### src/rtl/rally_sequencer.sv
// Match sequencer for a two-player ball game: serve hold, rally, point freeze, game over.
// Optional pause state is built in when RALLY_SEQ_PAUSE_EN is defined.
module rally_sequencer #(
    parameter int SERVE_FRAMES = 60,
    parameter int POINT_FRAMES = 30,
    parameter int WIN_SCORE    = 5,
    parameter int M_SCORE_W    = 4
) (
    input  logic                 clk_i,
    input  logic                 rst_i,
    input  logic                 new_frame_i,
    input  logic                 start_i,
`ifdef RALLY_SEQ_PAUSE_EN
    input  logic                 pause_i,
`endif
    input  logic                 out_left_i,
    input  logic                 out_right_i,
    output logic [2:0]           state_o,
    output logic                 ball_run_o,
    output logic                 ball_center_o,
    output logic                 paddle_en_o,
    output logic                 p_point_o,
    output logic                 e_point_o,
    output logic [M_SCORE_W-1:0] p_score_o,
    output logic [M_SCORE_W-1:0] e_score_o,
    output logic                 winner_o,
    output logic                 serve_dir_o
);
    typedef enum logic [2:0] {
        ST_IDLE  = 3'd0,
        ST_SERVE = 3'd1,
        ST_RALLY = 3'd2,
        ST_POINT = 3'd3,
        ST_OVER  = 3'd4,
        ST_PAUSE = 3'd5
    } state_t;

    localparam int MAX_FRAMES = (SERVE_FRAMES > POINT_FRAMES) ? SERVE_FRAMES : POINT_FRAMES;
    localparam int CNT_W      = (MAX_FRAMES > 1) ? $clog2(MAX_FRAMES) : 1;
    localparam logic [CNT_W-1:0]     SERVE_LOAD = CNT_W'(SERVE_FRAMES - 1);
    localparam logic [CNT_W-1:0]     POINT_LOAD = CNT_W'(POINT_FRAMES - 1);
    localparam logic [M_SCORE_W-1:0] WIN_VAL    = M_SCORE_W'(WIN_SCORE);

    state_t               state_reg, state_next;
    logic [CNT_W-1:0]     cnt_reg, cnt_next;
    logic [M_SCORE_W-1:0] p_score_reg, p_score_next;
    logic [M_SCORE_W-1:0] e_score_reg, e_score_next;
    logic                 winner_reg, winner_next;
    logic                 serve_dir_reg, serve_dir_next;
    logic                 p_point_next, e_point_next;
    logic                 start_q_reg;
    logic                 start_rise;
    logic                 pause_rise;

    assign start_rise = start_i & ~start_q_reg;

`ifdef RALLY_SEQ_PAUSE_EN
    logic pause_q_reg;
    assign pause_rise = pause_i & ~pause_q_reg;

    always_ff @(posedge clk_i) begin
        if (rst_i) pause_q_reg <= 1'b1;
        else       pause_q_reg <= pause_i;
    end
`else
    assign pause_rise = 1'b0;
`endif

    always_comb begin
        state_next     = state_reg;
        cnt_next       = cnt_reg;
        p_score_next   = p_score_reg;
        e_score_next   = e_score_reg;
        winner_next    = winner_reg;
        serve_dir_next = serve_dir_reg;
        p_point_next   = 1'b0;
        e_point_next   = 1'b0;
        case (state_reg)
            ST_IDLE, ST_OVER: begin
                if (start_rise) begin
                    state_next   = ST_SERVE;
                    cnt_next     = SERVE_LOAD;
                    p_score_next = '0;
                    e_score_next = '0;
                    winner_next  = 1'b0;
                end
            end
            ST_SERVE: begin
                if (new_frame_i) begin
                    if (cnt_reg == '0) state_next = ST_RALLY;
                    else               cnt_next   = cnt_reg - 1'b1;
                end
            end
            ST_RALLY: begin
                // Left exit wins a simultaneous double-out.
                if (out_left_i) begin
                    state_next     = ST_POINT;
                    cnt_next       = POINT_LOAD;
                    e_score_next   = e_score_reg + 1'b1;
                    e_point_next   = 1'b1;
                    serve_dir_next = 1'b0;
                end else if (out_right_i) begin
                    state_next     = ST_POINT;
                    cnt_next       = POINT_LOAD;
                    p_score_next   = p_score_reg + 1'b1;
                    p_point_next   = 1'b1;
                    serve_dir_next = 1'b1;
                end else if (pause_rise) begin
                    state_next = ST_PAUSE;
                end
            end
            ST_POINT: begin
                if (new_frame_i) begin
                    if (cnt_reg != '0) begin
                        cnt_next = cnt_reg - 1'b1;
                    end else if (p_score_reg == WIN_VAL || e_score_reg == WIN_VAL) begin
                        state_next  = ST_OVER;
                        winner_next = (p_score_reg == WIN_VAL);
                    end else begin
                        state_next = ST_SERVE;
                        cnt_next   = SERVE_LOAD;
                    end
                end
            end
            ST_PAUSE: begin
                if (pause_rise) state_next = ST_RALLY;
            end
            default: state_next = ST_IDLE;
        endcase
    end

    // Datapath strobes are decoded from the next state so they move with state_o.
    always_ff @(posedge clk_i) begin
        if (rst_i) begin
            state_reg     <= ST_IDLE;
            cnt_reg       <= '0;
            p_score_reg   <= '0;
            e_score_reg   <= '0;
            winner_reg    <= 1'b0;
            serve_dir_reg <= 1'b0;
            p_point_o     <= 1'b0;
            e_point_o     <= 1'b0;
            ball_run_o    <= 1'b0;
            ball_center_o <= 1'b1;
            paddle_en_o   <= 1'b0;
            start_q_reg   <= 1'b1;
        end else begin
            state_reg     <= state_next;
            cnt_reg       <= cnt_next;
            p_score_reg   <= p_score_next;
            e_score_reg   <= e_score_next;
            winner_reg    <= winner_next;
            serve_dir_reg <= serve_dir_next;
            p_point_o     <= p_point_next;
            e_point_o     <= e_point_next;
            ball_run_o    <= (state_next == ST_RALLY);
            ball_center_o <= (state_next == ST_IDLE) || (state_next == ST_SERVE) ||
                             (state_next == ST_OVER);
            paddle_en_o   <= (state_next == ST_SERVE) || (state_next == ST_RALLY);
            start_q_reg   <= start_i;
        end
    end

    assign state_o     = state_reg;
    assign p_score_o   = p_score_reg;
    assign e_score_o   = e_score_reg;
    assign winner_o    = winner_reg;
    assign serve_dir_o = serve_dir_reg;

endmodule

### config.mk
export PLATFORM = sky130hd
export DESIGN_NAME = rally_sequencer
export DESIGN_NICKNAME = d
export VERILOG_FILES = /design/src/rtl/rally_sequencer.sv
export SDC_FILE = /design/constraint.sdc
export NUM_CORES = 1
export LEC_CHECK = 0
export ABC_AREA = 1
export CAP_MARGIN = 20
export CELL_PAD_IN_SITES_DETAIL_PLACEMENT = 1
export CELL_PAD_IN_SITES_GLOBAL_PLACEMENT = 1
export CORE_MARGIN = 4
export CORE_UTILIZATION = 33
export DETAILED_ROUTE_END_ITERATION = 6
export GPL_TIMING_DRIVEN = 0
export PLACE_DENSITY = 0.74
export SLEW_MARGIN = 20
export SYNTH_ARGS = -nofsm -noshare
export SYNTH_HDL_FRONTEND = slang
export SYNTH_SLANG_ARGS = --single-unit
### constraint.sdc
create_clock -name clk_i -period 1.5 [get_ports clk_i]
set_clock_uncertainty 0.15 [all_clocks]
set_input_delay 0.225 -clock clk_i [delete_from_list [all_inputs] [get_ports clk_i]]
set_output_delay 0.225 -clock clk_i [all_outputs]
set_load 0.02 [all_outputs]
Yosys cells after proc, flatten, opt, wreduce, memory -nomap -nowiden
Index checks and enable logic that the tools add are counted.

$add $sub $neg: 3. Equal/unequal tests: 21. Muxes and demuxes: 33. Bitwise gates (word level): 3. Reductions and logical operators: 20.

Operator list (count): $mux W6 (8); $mux W3 (8); $pmux W6 S4 (1); $ne A2 B2 Y1 const B (9); $mux W4 (4); $pmux W4 S2 (2); $pmux W3 S5 (1); $eq A3 B2 Y1 const B (3); $eq A3 B3 Y1 const B (3); $add A4 B1 Y4 const B (2); $eq A4 B3 Y1 const B (2); $mux W1 (8); $reduce_and A7 Y1 (1); $eq A3 B1 Y1 const B (2); $logic_not A3 Y1 (2); $logic_not A6 Y1 (1); $ne A3 B3 Y1 const B (2); $reduce_bool A2 Y1 (3); $reduce_bool A6 Y1 (1); $sub A6 B1 Y6 const B (1); $reduce_and A5 Y1 (1); $logic_or A1 B1 Y1 (4); $reduce_and A4 Y1 (1); $reduce_bool A4 Y1 (1); other kinds (7) (9).

Register bits after elaboration: 25. Bits of input ports: 6.

Logic depth before layout (Yosys ltp)
Word-level depth: 9. Depth in mapped cells: 10.

Least setup slack after synthesis
Ideal clock, no wire load.

Path kind: register -> register. Start: reg p_score_reg[1], in the netlist p_score_o[1]. End: reg cnt_reg[5]. Setup time: 117 ps. Data arrival time: 1452 ps. Slack: -219 ps. Stages on the path, launching flop included: 11. Clock period less this slack: 1719 ps. Cells stage by stage: dfxtp_1 -> inv_1 -> ha_1 -> nand3_1 -> nand2_1 -> nand3_1 -> nand2_1 -> nor2_2 -> nand2_1 -> nor2_1 -> nor2_1.

Word-level cells in the longest chain between the ends: 4.

RTL lines: start: declaration (RTL line 46) `logic [M_SCORE_W-1:0] p_score_reg, p_score_next;`; start signal: assignment (RTL line 150) `p_score_reg <= p_score_next;`; $eq A4 B3 Y1 (RTL line 116) `end else if (p_score_reg == WIN_VAL || e_score_reg == WIN_VAL) begin`; $logic_or A1 B1 Y1 (RTL line 116); $ne A3 B3 Y1 (no source line); $reduce_and A7 Y1 (no source line); end signal: assignment (RTL line 149) `cnt_reg <= cnt_next;`; end: declaration (RTL line 45) `logic [CNT_W-1:0] cnt_reg, cnt_next;`.

Every way passes these cells. A chain may end at the register's enable or synchronous reset.

Worst setup path in the final report
Start: reg state_reg[1], in the netlist state_o[1]. End: reg cnt_reg[2].

Word-level cells in the longest chain between the ends: 4. Elaborated cells between the ends (all ways): 15. Those cells by class: eq/ne (10); mux (1); reduce/logical (4).

RTL lines: start: declaration (RTL line 44) `state_t state_reg, state_next;`; start signal: assignment (RTL line 148) `state_reg <= state_next;`; $eq A3 B3 Y1 or $logic_not A3 Y1 (tied branches) (RTL line 78) `case (state_reg)`; $reduce_or A2 Y1 (RTL line 78); $reduce_bool A4 Y1 (no source line) or $ne A2 B2 Y1 (tied branches); $reduce_and A7 Y1 (no source line).

Several ways; a longest one is shown, not always the timed one.

==> flow_summary.yaml <==
die:
  ios: 24
  coreArea_sq_mm: 0.00412
  die-area_sq_mm: 0.00551
  die-width_um: 74.2
  row_count: 23
  initial_core_util_pct: 35.1
  die_h_um: 74.2
synthesis:
  syn_nets: 229
  ys_seq_area_share_pct: 34.6
  synthArstFlopShare_pct: 0
  ys_ff_latch: 25
  synthFlopType: "dfxtp_1"
  synthTopCellsByCount: "nand2_1 (51), nor2_1 (31), inv_1 (26)"
  synthCells: 218
  netlist.top_cell.by_area: "dfxtp_1"
  synth_top_cell_area_share_pct: 34.6
  syn-cell-area_sq_mm: 0.00145
  synth_edf_count: 0
  synth.avg_cell_area_sq_um: 6.63
  yosys_warnings: 0
  yosysMostFrequentCell: "nand2_1"
  yosys-top-cells-area: "dfxtp_1 (35%), nand2_1 (13%), nor2_1 (8.0%)"
  synthDistinctLibCells: 25
timing:
  timing.fmax_mhz: 599
  finalMaxSlewViolations: 0
  max-slew-margin-rel_pct: 54.9
  setup_viol: 23
  post-route-worst-setup-slack_ns: -0.170
  hold_slack_ns: 0.354
  finalHoldViolations: 0
  worst_pin_slew_ns: 0.677
  fin_crit_sh_pct: 111
  min_period_ns: 1.67
  rsz0062_at_grt: "true"
drt:
  wire_per_inst_um: 18.8
  viasPerCell: 5.28
  ant_nets: 0
  initialDrtViolationCount: 84
  drt_wl_total_mm: 6.06
  vias: 1704
  drc: 0
  first_pass_iters: 4
critical_path:
  start_kind: "flip-flop"
  r2r_cells: 7
  critPathKind: "flip-flop to flip-flop"
  crit_chain: "nand2_1, nor2_4, buf_6, nand3_4, nand3_2, nand2_1, a21oi_1"
  crit_start: "state_o[1]$_SDFF_PP0_"
  critPathCapture: "cnt_reg[2]$_SDFFE_PP0P_"
  cp_slowest_cell: "dfxtp_4"
  cp.required_ns: 1.54
  cp.arrival_ns: 1.71
  critPathMaxFanout: 6
  crit_top_cell: "nand2_1"
  slowest_delay_ns: 0.43
  r2r_start: "state_o[1]$_SDFF_PP0_"
  cp-end-kind: "flip-flop"
  r2r-end: "cnt_reg[2]$_SDFFE_PP0P_"
  r2r_slack_ns: -0.17
run:
  cap_violations: 0
power_and_ir_drop:
  p_per_area_mw_per_mm2: 876
  finalPower_mw: 2.09
  p_leak_nw: 1.06
  peakVddDrop_mv: 0.825
cts:
  numClockSinks: 25
  clockBufferDepth: 2
  clock_latency_ns: 0.28
  cts_tree: "done"
  hold_buffers: 0
  cts-root-buf: "clkbuf_8"
  cts-buffers-inserted: 3
  clk_pin_slew_ns: 0.08
  htreeDepth: 1
finish:
  layout.nets: 285
  n_fill_cell: 498
  largest_reg_flops: 6
  antenna_cells: 0
  areaGrowthSynthToFinish_pct: 64.8
  drive_above_1_share_pct: 49.8
  utilization_pct: 57.9
grt:
  grt_max_degree: 14
  grt_pass1_wl_mm: 7.89
  overflow: 0
  grtUsageTotal_pct: 18.6
  grt_pass1_vias: 1605
  antenna_found_initial: 0
worst_hold_path:
  min_path_type: "flip-flop to flip-flop"
status:
  status: "finished with violations"
  violations: "setup timing"
place:
  dp_hpwl_mm: 3.18
  gp_congestion: 0.825
  numPortBuffers: 23
## worst max-delay path: cells and delay by family (launching register included)
kind | cells | cell delay [ns]
and+or+nand+nor | 5 | 0.65
AOI/OAI and AO/OA | 1 | 0.19
DFF | 1 | 0.43
buffers and inverters | 1 | 0.15
## logic make-up (layout without fill, tap and decap cells)
family	after synthesis	in the layout	share of synthesized area, %
flip-flops	25	25	34.6
adder cells (fa/ha/maj)	5	5	4.33
buffers and inverters	31	86	8.56
AO/OA/AOI/OAI	31	31	11.7
AND/OR/NAND/NOR	124	124	39.6
XOR/XNOR	2	2	1.21
## power by group
part	leakage (nW)	internal, mW	switching [mW]
Clock	0.0228	0.191	0.227
Sequential	0.211	0.720	0.0593
Combinational	0.831	0.348	0.543
Total	1.06	1.26	0.830
## worst min-delay path by stage
stage | start | end | slack [ns] | cells past startpoint
6_report | p_score_o[1]$_SDFFE_PP0P_ | p_score_o[1]$_SDFFE_PP0P_ | 0.35 | 2
5_1_grt | p_score_o[1]$_SDFFE_PP0P_ | p_score_o[1]$_SDFFE_PP0P_ | 0.38 | 2
4_1_cts | cnt_reg[0]$_SDFFE_PP0P_ | cnt_reg[0]$_SDFFE_PP0P_ | 0.35 | 2
3_5_place_dp | cnt_reg[0]$_SDFFE_PP0P_ | cnt_reg[0]$_SDFFE_PP0P_ | 0.34 | 2
3_3_place_gp | cnt_reg[0]$_SDFFE_PP0P_ | cnt_reg[0]$_SDFFE_PP0P_ | 0.33 | 2
2_1_floorplan | rst_i | e_score_o[0]$_SDFFE_PP0P_ | 0.15 | 1
## layout make-up
cell class	count	area (sq um)	share of cell area (%)
flip-flops and latches	25	528	22.2
clock buffers	4	45.0	1.89
well taps	50	62.6	2.62
inverters	29	119	4.99
multi-input cells	162	1180	49.6
plain buffers	2	18.8	0.787
repair buffers	51	428	18.0
## metrics by stage
| stage | cell area, sq um | TNS [ns] | setup WS, ns | std cells |
|---|---|---|---|---|
| finish | 2380 | -1.83 | -0.170 | 323 |
| global route | 2380 | -3.52 | -0.224 | 323 |
| CTS | 2050 | -0.180 | -0.0661 | 309 |
| detailed placement | 1780 | -5.12 | -0.361 | 291 |
| global placement | 1780 | -5.08 | -0.372 | 291 |
| floorplan | 1490 | 0 | 0.00287 | 218 |
## placed cells by master (no fill, tap or decap), drive strengths merged
master         instances
a211oi                 2
a21oi                 15
a31oi                  1
buf                   30
clkbuf                 4
clkdlybuf4s50          4
dfxtp                 25
dlygate4sd2           19
ha                     5
inv                   29
nand2                 54
nand3                 17
nand4                  3
nor2                  40
nor3                   9
o2111ai                1
o21ai                 12
or2                    1
xor2                   2
## per-layer routing
layer	share of wire [%]	vias to the layer above	wire [um]	track usage [%]
met1	45	831	2700	25.3
met4	2.3	0	142	2.41
met3	4.0	12	243	3.65
met5	0	-	0	0
li1	-	817	-	-
met2	49	44	2970	31.2
## timing repair
item                                    in CTS  in global routing
endpoints found under the setup margin      36                 20
resized for setup                           61                 68
setup buffers                               14                 14
pin swaps                                   18                 35
Note: power is estimated with default switching activity, not from simulation.
